<file path="src/rtl/arm_mem_pkg.sv">
// Shared types for the SRAM port arbiter: FSM states, owner encoding and default widths.
// The wait counter is also intended for reuse by the cache controller.
package arm_mem_pkg;

  localparam int unsigned DEF_ADDR_W = 32;
  localparam int unsigned DEF_DATA_W = 32;
  localparam int unsigned CNT_W      = 4;

  typedef enum logic [2:0] {
    IDLE,
    ACC_MEM,
    ACC_IF,
    DONE_MEM,
    DONE_IF
  } arb_state_t;

  // Which pipeline stage currently owns the SRAM port
  localparam logic OWNER_MEM = 1'b0;
  localparam logic OWNER_IF  = 1'b1;

endpackage

</file>
<file path="src/rtl/wait_counter.sv">
// Loadable 4-bit down-counter with a zero flag; holds at zero once it gets there.
module wait_counter
  import arm_mem_pkg::*;
(
  input  logic             clk,
  input  logic             rst,
  input  logic             load,
  input  logic [CNT_W-1:0] load_val,
  input  logic             dec,
  output logic             zero
);

  logic [CNT_W-1:0] count;

  always_ff @(posedge clk) begin
    if (!rst) begin
      count <= '0;
    end else if (load) begin
      count <= load_val;
    end else if (dec && (count != '0)) begin
      count <= count - CNT_W'(1);
    end
  end

  assign zero = (count == '0);

endmodule

</file>
<file path="src/rtl/mem_port_arbiter.sv">
// Arbitrates the single-ported SRAM between instruction fetch and load/store,
// sequencing each access through a fixed number of wait cycles.
module mem_port_arbiter
  import arm_mem_pkg::*;
#(
  parameter int unsigned ADDR_W      = DEF_ADDR_W,
  parameter int unsigned DATA_W      = DEF_DATA_W,
  parameter int unsigned WAIT_CYCLES = 3
) (
  input  logic              clk,
  input  logic              rst,
  input  logic              if_req,
  input  logic [ADDR_W-1:0] if_addr,
  output logic [DATA_W-1:0] if_rdata,
  output logic              if_ready,
  input  logic              mem_rd,
  input  logic              mem_wr,
  input  logic [ADDR_W-1:0] mem_addr,
  input  logic [DATA_W-1:0] mem_wdata,
  output logic [DATA_W-1:0] mem_rdata,
  output logic              mem_ready,
  output logic              freeze_if,
  output logic              freeze_mem,
  output logic [ADDR_W-1:0] sram_addr,
  output logic [DATA_W-1:0] sram_wdata,
  output logic              sram_we,
  output logic              sram_oe,
  input  logic [DATA_W-1:0] sram_rdata
);

  localparam logic [CNT_W-1:0] LOAD_VAL = CNT_W'(WAIT_CYCLES - 1);

  arb_state_t state, state_next;
  logic       cnt_load;
  logic       cnt_dec;
  logic       cnt_zero;
  logic       mem_req;
  logic       grant_owner;

  assign mem_req    = mem_rd | mem_wr;
  assign freeze_if  = if_req & ~if_ready;
  assign freeze_mem = mem_req & ~mem_ready;

  wait_counter u_wait (
    .clk      (clk),
    .rst      (rst),
    .load     (cnt_load),
    .load_val (LOAD_VAL),
    .dec      (cnt_dec),
    .zero     (cnt_zero)
  );

  always_ff @(posedge clk) begin
    if (!rst) begin
      state <= IDLE;
    end else begin
      state <= state_next;
    end
  end

  // MEM wins ties: it carries the older instruction in the pipeline
  always_comb begin
    state_next  = state;
    cnt_load    = 1'b0;
    cnt_dec     = 1'b0;
    grant_owner = mem_req ? OWNER_MEM : OWNER_IF;
    unique case (state)
      IDLE: begin
        if (mem_req || if_req) begin
          state_next = (grant_owner == OWNER_MEM) ? ACC_MEM : ACC_IF;
          cnt_load   = 1'b1;
        end
      end
      ACC_MEM: begin
        if (cnt_zero) state_next = DONE_MEM;
        else          cnt_dec    = 1'b1;
      end
      ACC_IF: begin
        if (cnt_zero) state_next = DONE_IF;
        else          cnt_dec    = 1'b1;
      end
      default: state_next = IDLE;
    endcase
  end

  always_ff @(posedge clk) begin
    if (!rst) begin
      sram_addr  <= '0;
      sram_wdata <= '0;
      sram_we    <= 1'b0;
      sram_oe    <= 1'b0;
      if_ready   <= 1'b0;
      mem_ready  <= 1'b0;
      if_rdata   <= '0;
      mem_rdata  <= '0;
    end else begin
      if_ready  <= 1'b0;
      mem_ready <= 1'b0;
      if ((state == IDLE) && (state_next != IDLE)) begin
        sram_wdata <= mem_wdata;
        if (grant_owner == OWNER_MEM) begin
          sram_addr <= mem_addr;
          sram_we   <= mem_wr;
          sram_oe   <= ~mem_wr;
        end else begin
          sram_addr <= if_addr;
          sram_we   <= 1'b0;
          sram_oe   <= 1'b1;
        end
      end
      // A requester that let go mid-access still gets its data register refreshed, but no pulse
      if ((state == ACC_IF) && cnt_zero) begin
        if_rdata <= sram_rdata;
        if_ready <= if_req;
        sram_we  <= 1'b0;
        sram_oe  <= 1'b0;
      end
      if ((state == ACC_MEM) && cnt_zero) begin
        if (!sram_we) mem_rdata <= sram_rdata;
        mem_ready <= mem_req;
        sram_we   <= 1'b0;
        sram_oe   <= 1'b0;
      end
    end
  end

endmodule

</file>
<file path="config.mk">
export PLATFORM = sky130hd
export DESIGN_NAME = mem_port_arbiter
export DESIGN_NICKNAME = d
export VERILOG_FILES = /design/src/rtl/arm_mem_pkg.sv /design/src/rtl/wait_counter.sv /design/src/rtl/mem_port_arbiter.sv
export SDC_FILE = /design/constraint.sdc
export NUM_CORES = 1
export LEC_CHECK = 0
export CAP_MARGIN = 20
export CORE_UTILIZATION = 40
export CTS_BUF_LIST = sky130_fd_sc_hd__clkbuf_4 sky130_fd_sc_hd__clkbuf_8
export DETAILED_ROUTE_END_ITERATION = 7
export GPL_TIMING_DRIVEN = 0
export PLACE_DENSITY = 0.77
export REMOVE_ABC_BUFFERS = 1
export SETUP_SLACK_MARGIN = 0.02
export SYNTH_ARGS = -nofsm -noshare
export SYNTH_HDL_FRONTEND = slang
export SYNTH_SLANG_ARGS = --single-unit
export TNS_END_PERCENT = 100
</file>
<file path="constraint.sdc">
create_clock -name clk -period 2.3 [get_ports clk]
set_input_delay 0.46 -clock clk [delete_from_list [all_inputs] [get_ports clk]]
set_output_delay 0.46 -clock clk [all_outputs]
set_load 0.05 [all_outputs]
</file>
# Yosys cells after proc, flatten, opt, wreduce, memory -nomap -nowiden
# Index checks and enable logic that the tools add are counted.
# totals
word_cells	52
in_bits	133
output_inout_bits	134
ff_bits	139
# classes
n_bitwise	8
n_addsub	1
muxes	14
reduce_logical	16
n_eq_ne	2
# op_table
operator	n
32-bit two-way mux	1
3-bit two-way mux	3
3-bit case mux with 3 select lines	1
1-bit two-way mux	6
2-bit two-way mux	3
2-bit AND reduction	3
1-bit NOT	5
1-bit logical AND	4
4-bit zero test	1
4-bit nonzero test	1
2-bit OR reduction	2
4-bit by 1-bit subtractor with 4-bit output, second input constant	1
3-bit by 1-bit equality test with 1-bit output, second input constant	1
3-bit by 2-bit equality test with 1-bit output, second input constant	1
3-bit zero test	1
3-bit nonzero test	1
3-bit OR reduction	1
1-bit AND	2
2-bit nonzero test	1
1-bit logical OR	1
1-bit bitwise OR	1

# Longest topological paths before layout
# Gate-level depths: netlist of the first run.
# depth
word_depth	6
mapped_depth	7
depth_no_buf	5

# Cells and area by module
# A second synthesis of the first run with hierarchy kept.
# hier_totals
hier_cells	618
hier_area_um2	5564.1
# by_module_without_submodules
module	cells_per_inst	area_each_um2	seq_area_each_um2	n_inst
mem_port_arbiter	587	5307.6	2702.6	1
wait_counter	31	256.5	80.1	1

# Worst setup path before layout of the first run
# OpenSTA, ideal clock, no wires.
# synth_path
path_type	input port to output port
start	input mem_wr
end	output freeze_mem
path_buffers	2
arrival_ns	1.487
path_stages	4
required_ns	1.840
slack_ns	0.353
path_cell_list	buf_4 > nor2_2 > buf_2 > nor2_1
# synth_via
elab_chain_len	2
# synth_rtl
item	line	text
start: declaration	mem_port_arbiter.sv:17	input logic mem_wr,
1-bit bitwise OR	mem_port_arbiter.sv:40	assign mem_req = mem_rd | mem_wr;
1-bit AND	mem_port_arbiter.sv:42	assign freeze_mem = mem_req & ~mem_ready;
end: declaration	mem_port_arbiter.sv:23	output logic freeze_mem,
# No other way between the ends.

# Final worst setup path of the first run
# Same ends and word-level chain as after synthesis.

==> impl_metrics.prom, run 1 <==
# TYPE chip_impl_metric gauge
chip_impl_metric{name="globalRouteMet2Util",unit="%"} 44.0
chip_impl_metric{name="syn_inst",unit=""} 693
chip_impl_metric{name="final_cell_area",unit="µm²"} 9230
chip_impl_metric{name="post-dp-hpwl",unit="mm"} 12.8
chip_impl_metric{name="worst_slew_margin_rel",unit="%"} 27.2
chip_impl_metric{name="yosysTopAreaCellShare",unit="%"} 46.7
chip_impl_metric{name="yosys_warnings",unit=""} 0
chip_impl_metric{name="cellLeakagePower",unit="µW"} 0.00311
chip_impl_metric{name="asyncSetResetFlopFracSynth",unit="%"} 0
chip_impl_metric{name="cell_internal_pwr",unit="µW"} 6040
chip_impl_metric{name="area_growth_syn_to_layout",unit="%"} 54.7
chip_impl_metric{name="multi_input_comb_area",unit="µm²"} 2740
chip_impl_metric{name="placement_rows",unit=""} 44
chip_impl_metric{name="synth.distinct_cells",unit=""} 43
chip_impl_metric{name="drv.max_cap_violation_count",unit=""} 0
chip_impl_metric{name="numCtsBuffers",unit=""} 17
chip_impl_metric{name="mean_post_synth_cell_area",unit="µm²"} 8.61
chip_impl_metric{name="cts_hold_buf",unit=""} 0
chip_impl_info{name="cts-root-buf",value="clkbuf_8"} 1
chip_impl_metric{name="power.clock.fraction",unit="%"} 18.2
chip_impl_metric{name="drc",unit=""} 0
chip_impl_info{name="rsz_0062_raised_after_global_routing",value="no"} 1
chip_impl_metric{name="met1_global_route_usage",unit="%"} 30.9
chip_impl_metric{name="cts_max_level",unit=""} 4
chip_impl_metric{name="layout.nets",unit=""} 1047
chip_impl_metric{name="cts.path.max_buffers",unit=""} 2
chip_impl_metric{name="port-buffer-count",unit=""} 266
chip_impl_metric{name="routed-via-count",unit=""} 6374
chip_impl_info{name="path_class_of_the_lowest_slack_min_delay_path",value="register to register"} 1
chip_impl_metric{name="finClkSkew",unit="ns"} 0.00763
chip_impl_metric{name="detailed_route_wire_length",unit="mm"} 20.3
chip_impl_metric{name="worst_ep_arrival_time",unit="ns"} 1.76
chip_impl_metric{name="die_width",unit="µm"} 124
chip_impl_metric{name="timing.fmax",unit="GHz"} 0.451
chip_impl_metric{name="drive_gt1_share",unit="%"} 7.99
chip_impl_info{name="setup.worst_path.end_class",value="primary output"} 1
chip_impl_metric{name="globalRoute.totalOverflow",unit=""} 0
chip_impl_metric{name="placed_cell_area",unit="µm²"} 8770
chip_impl_info{name="tritoncts",value="built"} 1
chip_impl_metric{name="min_period",unit="ns"} 2.22
chip_impl_metric{name="tightest_slew",unit="ns"} 1.09
chip_impl_info{name="yosys-top-cells-area",value="dfxtp_1 47%, a21oi_1 11%, o21ai_0 7.6%, nand3_1 5.4%, a311oi_1 4.7%"} 1
chip_impl_metric{name="antenna_found_initial",unit=""} 0
chip_impl_metric{name="switching_power",unit="µW"} 5150
chip_impl_metric{name="grt_max_degree",unit=""} 73
chip_impl_info{name="worst_path_max_delay_cell",value="clkdlybuf4s15_1"} 1
chip_impl_info{name="netlist_top_cells_count",value="139 x dfxtp_1, 132 x a21oi_1, 90 x o21ai_0, 64 x nand3_1, 45 x clkbuf_1"} 1
chip_impl_metric{name="detail_route.first_pass.iterations",unit=""} 5
chip_impl_info{name="result_of_the_run",value="complete, no violations"} 1
chip_impl_info{name="synth-main-ff-cell",value="dfxtp_1"} 1
chip_impl_metric{name="cp_slowest_stage_delay",unit="ns"} 0.50
chip_impl_info{name="synth_top_cell_by_area",value="dfxtp_1"} 1
chip_impl_info{name="crit_chain",value="clkdlybuf4s15_2, buf_16, nor2_4, nor2_1, clkdlybuf4s15_1"} 1
chip_impl_metric{name="grt_first_pass_wirelength",unit="mm"} 31.0
chip_impl_metric{name="fillCellCount",unit=""} 1266
chip_impl_metric{name="grt_pass1_vias",unit=""} 5929
chip_impl_info{name="criticalPathCategory",value="input pin to primary output"} 1
chip_impl_metric{name="fin_setup_tns",unit="ns"} 0
chip_impl_metric{name="p_seq_share",unit="%"} 29.1
chip_impl_metric{name="dieHeight",unit="µm"} 124
chip_impl_metric{name="timing.critical_path.required",unit="ns"} 1.84
chip_impl_info{name="crit_path_start_kind",value="input pin"} 1
chip_impl_metric{name="insertion_delay",unit="ns"} 0.44
chip_impl_metric{name="synth_edf_count",unit=""} 0
chip_impl_metric{name="final_min_period_over_clock_period",unit="%"} 96.4
chip_impl_metric{name="ant_nets",unit=""} 0
chip_impl_metric{name="cts_num_sinks",unit=""} 139
chip_impl_metric{name="grt_util_met3",unit="%"} 8.52
chip_impl_metric{name="floorplan.core_area",unit="µm²"} 14500
chip_impl_info{name="top_usage_layer",value="met2"} 1
chip_impl_metric{name="vias_per_instance",unit=""} 5.74
chip_impl_metric{name="avgRoutedWirePerCell",unit="µm"} 18.3
chip_impl_metric{name="pwr_density_cell",unit="nW/µm²"} 1210
chip_impl_metric{name="n_antenna_cell",unit=""} 0
chip_impl_metric{name="setup-violations-final",unit=""} 0
chip_impl_metric{name="power.switching_fraction",unit="%"} 46.0
chip_impl_metric{name="start_util",unit="%"} 41.0
chip_impl_metric{name="final_report_max_slew_violation_count",unit=""} 0
chip_impl_metric{name="clk_pin_slew_worst_paths",unit="ns"} 0.07
chip_impl_metric{name="ys_ff_latch",unit=""} 139
chip_impl_info{name="synthMostInstantiatedCell",value="dfxtp_1"} 1
chip_impl_metric{name="gpl.final_weighted_congestion",unit=""} 0.753
chip_impl_metric{name="starting_drt_drc_count",unit=""} 471
chip_impl_metric{name="layout.area.seq",unit="µm²"} 2780
chip_impl_metric{name="ir_drop",unit="V"} 0.000621
chip_impl_metric{name="boundaryPins",unit=""} 267
chip_impl_metric{name="final_hold_viol_count",unit=""} 0
chip_impl_metric{name="comb_power_share",unit="%"} 52.7
chip_impl_metric{name="ys_seq_area_share",unit="%"} 46.7
chip_impl_metric{name="critical_path.max_fanout",unit=""} 23
chip_impl_metric{name="netlist_area",unit="µm²"} 5960
chip_impl_metric{name="globalRouteTotalUtil",unit="%"} 26.3
chip_impl_metric{name="finalCoreUtilization",unit="%"} 63.5
chip_impl_metric{name="die_area",unit="µm²"} 15400
[cells by family (layout without fill, tap and decap cells)]
logic type | Yosys count | after routing | synth area share, %
buf+inv | 91 | 321 | 8.35
compound gates | 303 | 303 | 29.7
fa+ha+maj | 1 | 1 | 0.210
flops | 139 | 139 | 46.7
mux | 2 | 2 | 0.357
xor+xnor | 1 | 1 | 0.147
simple gates | 156 | 159 | 14.6
[cell type report]
class / instances / share of cell area (%)
clock buffers: 22 / 3.15
inverters: 4 / 0.190
flip-flops and latches: 139 / 30.2
multi-input cells: 466 / 29.7
well taps: 184 / 2.50
repair buffers: 285 / 33.1
clock inverters: 10 / 1.25
[flip-flops by register name, summed over array words and instances, names as in the netlist]
name	count
if_rdata	32
if_ready	1
mem_rdata	32
mem_ready	1
sram_addr	32
sram_oe	1
sram_wdata	32
sram_we	1
state	3
u_wait.count	4
[worst max-delay path: cells and delay by family]
| kind | cells | cell delay [ns] |
|---|---|---|
| buffers and inverters | 3 | 1.14 |
| and+or+nand+nor | 2 | 0.15 |
[placed cells by master, fill, tap and decap left out, types with 4 or more instances in the layout]
cell | synthesis | layout
o21ai_0 | 90 | 90
o31ai_1 | 27 | 27
buf_8 | 0 | 6
o31ai_2 | 6 | 6
nand3_1 | 64 | 64
nor4_1 | 4 | 4
buf_16 | 0 | 10
dfxtp_1 | 139 | 138
a21oi_1 | 132 | 132
clkdlybuf4s50_1 | 0 | 261
nand2_1 | 33 | 33
o21ai_1 | 10 | 10
a311oi_1 | 32 | 32
clkbuf_8 | 0 | 20
nand4_1 | 32 | 32
[layer usage]
metal  share of wire [%]  vias up
li1                    -     3039
met3                 9.4       23
met4                 1.9        0
met2                  49      274
met5                   0        -
met1                  40     3038
[power by group through the flow]
stage               combinational, µW  clock [µW]  sequential [µW]
global placement                 5280           0             3300
detailed placement               5800           0             3300
CTS                              5870        2080             3250
floorplan                        1750           0             4940
global route                     6240        2200             3320
finish                           5900        2040             3250
[per-stage QoR]
step | instances | hold WS (ns) | setup WS [ns] | power [µW]
5_1_grt | 1110 | 0.486 | 0.0275 | 11800
2_1_floorplan | 606 | 0.461 | -0.597 | 6690
3_5_place_dp | 1072 | 0.460 | -1.23 | 9100
4_1_cts | 1108 | 0.470 | 0.0446 | 11200
6_report | 1110 | 0.470 | 0.0839 | 11200
3_3_place_gp | 1056 | 0.454 | -2.11 | 8580
[path summary, 6_finish.rpt]
kind,depth (start not counted),start,slack [ns],to
max,5,mem_wr,0.08,freeze_mem
max reg2reg,4,state[2]$_SDFF_PN0_,0.16,sram_addr[13]$_SDFFE_PN0P_
min,2,mem_rdata[7]$_SDFFE_PN0P_,0.47,mem_rdata[7]$_SDFFE_PN0P_
min reg2reg,2,mem_rdata[7]$_SDFFE_PN0P_,0.47,mem_rdata[7]$_SDFFE_PN0P_
[what timing repair did]
item | CTS | global route
pin swaps | 2 | 2
gates cloned | 3 | 0
gates resized for setup | 11 | 2
endpoints found under the setup margin | 49 | 12
setup buffers | 1 | 2
Power figures use the tool's default switching activity.
==> inputs of run 2 (changes only) <==
--- a/config.mk
+++ b/config.mk
@@ -16,4 +16,3 @@
 export SYNTH_ARGS = -nofsm -noshare
 export SYNTH_HDL_FRONTEND = slang
 export SYNTH_SLANG_ARGS = --single-unit
-export TNS_END_PERCENT = 100
==> results of run 2 <==
Same layout as run 1: the final DEF is identical, and so are final timing and power.
==> inputs of run 3 (changes only) <==
--- a/config.mk
+++ b/config.mk
@@ -6,11 +6,11 @@
 export NUM_CORES = 1
 export LEC_CHECK = 0
 export CAP_MARGIN = 20
-export CORE_UTILIZATION = 40
+export CORE_UTILIZATION = 43
 export CTS_BUF_LIST = sky130_fd_sc_hd__clkbuf_4 sky130_fd_sc_hd__clkbuf_8
 export DETAILED_ROUTE_END_ITERATION = 7
 export GPL_TIMING_DRIVEN = 0
-export PLACE_DENSITY = 0.77
+export PLACE_DENSITY = 0.82
 export REMOVE_ABC_BUFFERS = 1
 export SETUP_SLACK_MARGIN = 0.02
 export SYNTH_ARGS = -nofsm -noshare
==> impl_metrics.prom, run 3 (synthesis results as in run 1) <==
# TYPE chip_impl_metric gauge
chip_impl_info{name="cts-root-buf",value="clkbuf_8"} 1
chip_impl_info{name="min_from",value="mem_rdata[15]$_SDFFE_PN0P_"} 1
chip_impl_metric{name="ir_drop",unit="V"} 0.000645
chip_impl_metric{name="antenna_found_initial",unit=""} 0
chip_impl_info{name="critical_path.reg2reg.startpoint",value="state[0]$_SDFF_PN0_"} 1
chip_impl_metric{name="critical_path.max_fanout",unit=""} 5
chip_impl_metric{name="min_period",unit="ns"} 2.23
chip_impl_metric{name="cts_num_sinks",unit=""} 139
chip_impl_metric{name="globalRouteTotalUtil",unit="%"} 27.8
chip_impl_metric{name="detail_route.first_pass.iterations",unit=""} 5
chip_impl_metric{name="die_area",unit="µm²"} 14300
chip_impl_metric{name="insertion_delay",unit="ns"} 0.44
chip_impl_metric{name="worst_slew_margin_rel",unit="%"} 27.7
chip_impl_info{name="path_class_of_the_lowest_slack_min_delay_path",value="register to register"} 1
chip_impl_metric{name="layout.nets",unit=""} 1044
chip_impl_metric{name="boundaryPins",unit=""} 267
chip_impl_metric{name="final_min_period_over_clock_period",unit="%"} 97.0
chip_impl_info{name="final_common_cell",value="clkdlybuf4s50_1"} 1
chip_impl_metric{name="post-place-cells",unit=""} 1062
chip_impl_metric{name="pwr_density_cell",unit="nW/µm²"} 1210
chip_impl_metric{name="timing.fmax",unit="GHz"} 0.448
chip_impl_metric{name="drv.max_cap_violation_count",unit=""} 0
chip_impl_metric{name="globalRoute.totalOverflow",unit=""} 0
chip_impl_info{name="crit_path_start_kind",value="input pin"} 1
chip_impl_metric{name="post-dp-hpwl",unit="mm"} 12.9
chip_impl_metric{name="cts_max_level",unit=""} 4
chip_impl_metric{name="floorplan.core_area",unit="µm²"} 13400
chip_impl_metric{name="grt_max_degree",unit=""} 85
chip_impl_metric{name="timing.critical_path.required",unit="ns"} 1.84
chip_impl_metric{name="worst_ep_arrival_time",unit="ns"} 1.77
chip_impl_metric{name="start_util",unit="%"} 44.5
chip_impl_info{name="tritoncts",value="built"} 1
chip_impl_metric{name="area_growth_syn_to_layout",unit="%"} 53.8
chip_impl_metric{name="vias_per_instance",unit=""} 5.79
chip_impl_metric{name="grt_pass1_vias",unit=""} 6076
chip_impl_metric{name="port-buffer-count",unit=""} 266
chip_impl_metric{name="tightest_slew",unit="ns"} 1.08
chip_impl_metric{name="setup-violations-final",unit=""} 0
chip_impl_metric{name="drive_gt1_share",unit="%"} 7.71
chip_impl_info{name="beginning_of_the_critical_path",value="if_req"} 1
chip_impl_metric{name="numCtsBuffers",unit=""} 17
chip_impl_metric{name="starting_drt_drc_count",unit=""} 574
chip_impl_metric{name="final_hold_viol_count",unit=""} 0
chip_impl_metric{name="clk_pin_slew_worst_paths",unit="ns"} 0.07
chip_impl_metric{name="final_cells",unit=""} 1097
chip_impl_metric{name="finClkSkew",unit="ns"} 0.00680
chip_impl_metric{name="n_antenna_cell",unit=""} 0
chip_impl_metric{name="placement_rows",unit=""} 42
chip_impl_info{name="rsz_0062_raised_after_global_routing",value="no"} 1
chip_impl_info{name="result_of_the_run",value="complete, no violations"} 1
chip_impl_metric{name="hold_slack",unit="ns"} 0.472
chip_impl_metric{name="ant_nets",unit=""} 0
chip_impl_metric{name="dieHeight",unit="µm"} 120
chip_impl_metric{name="cellLeakagePower",unit="µW"} 0.00309
chip_impl_metric{name="gpl.final_weighted_congestion",unit=""} 0.816
chip_impl_metric{name="drc",unit=""} 0
chip_impl_info{name="setup.worst_path.end_class",value="primary output"} 1
chip_impl_metric{name="cts.path.max_buffers",unit=""} 2
chip_impl_metric{name="final_report_max_slew_violation_count",unit=""} 0
chip_impl_metric{name="avgRoutedWirePerCell",unit="µm"} 18.3
chip_impl_info{name="final_cell_mix",value="261 x clkdlybuf4s50_1, 138 x dfxtp_1, 132 x a21oi_1"} 1
chip_impl_metric{name="grt_first_pass_wirelength",unit="mm"} 31.6
chip_impl_info{name="criticalPathCategory",value="input pin to primary output"} 1
chip_impl_metric{name="detailed_route_wire_length",unit="mm"} 20.1
chip_impl_metric{name="die_width",unit="µm"} 120
chip_impl_metric{name="routed-via-count",unit=""} 6351
run 3: cell count changes in the layout (fill, tap and decap cells not counted), moves of 2 or more:
| cell | delta |
|---|---|
| clkbuf_8 | +3 |
| clkbuf_4 | -2 |
| clkdlybuf4s15_1 | -2 |
| clkinvlp_4 | -2 |
run 3: area by class of cell:
type	instances	area, µm²
Clock buffer	23	317
Clock inverter	7	87.6
Fill cell	1101	4230
Inverter	4	17.5
Multi-Input combinational cell	465	2730
Sequential cell	139	2780
Tap cell	176	220
Timing Repair Buffer	283	3020
run 3: worst paths after layout:
path                            slack [ns]                    endpoint  cells past startpoint
worst min-delay path                  0.47  mem_rdata[15]$_SDFFE_PN0P_                      2
worst min register to register        0.47  mem_rdata[15]$_SDFFE_PN0P_                      2
worst max register to register        0.18  mem_rdata[31]$_SDFFE_PN0P_                      4
worst max-delay path                  0.07                   freeze_if                      3
run 3: metrics by stage:
stage / total power, µW / setup slack, ns / TNS (ns) / utilization, % / instance area, µm²
after floorplan: 6690 / -0.597 / -39.43 / - / 5480
after global placement: 8560 / -2.13 / -178.85 / 62.4 / 8360
after detailed placement: 9050 / -1.29 / -41.16 / 65.1 / 8720
after global routing: 11600 / 0.0381 / 0 / 68.4 / 9170
after CTS: 11100 / 0.0471 / 0 / 68.3 / 9150
final: 11100 / 0.0696 / 0 / 68.4 / 9170
run 3: what timing repair did:
item,in CTS,in global routing
setup buffers,1,1
hold buffers,0,0
resized for setup,10,4
setup endpoints to repair,44,27
cloned,2,0
pin swaps,2,0
run 3: power breakdown:
part	internal [µW]	switching (µW)
clock network	1120	899
registers	2930	332
logic	2020	3810
total	6070	5040
run 3: metal layers:
| metal | up-vias | global-route usage, % | part of all wire, % |
|---|---|---|---|
| li1 | 3028 | - | - |
| met1 | 2988 | 32.5 | 39 |
| met2 | 300 | 48.0 | 49 |
| met3 | 35 | 8.60 | 8.9 |
| met4 | 0 | 9.06 | 2.3 |
| met5 | - | 0 | 0 |
run 3: worst max-delay path, cell delays in order:
cell and delay, ns:
clkdlybuf4s50_1 0.62, nor2b_1 0.16, dlygate4sd2_1 0.53
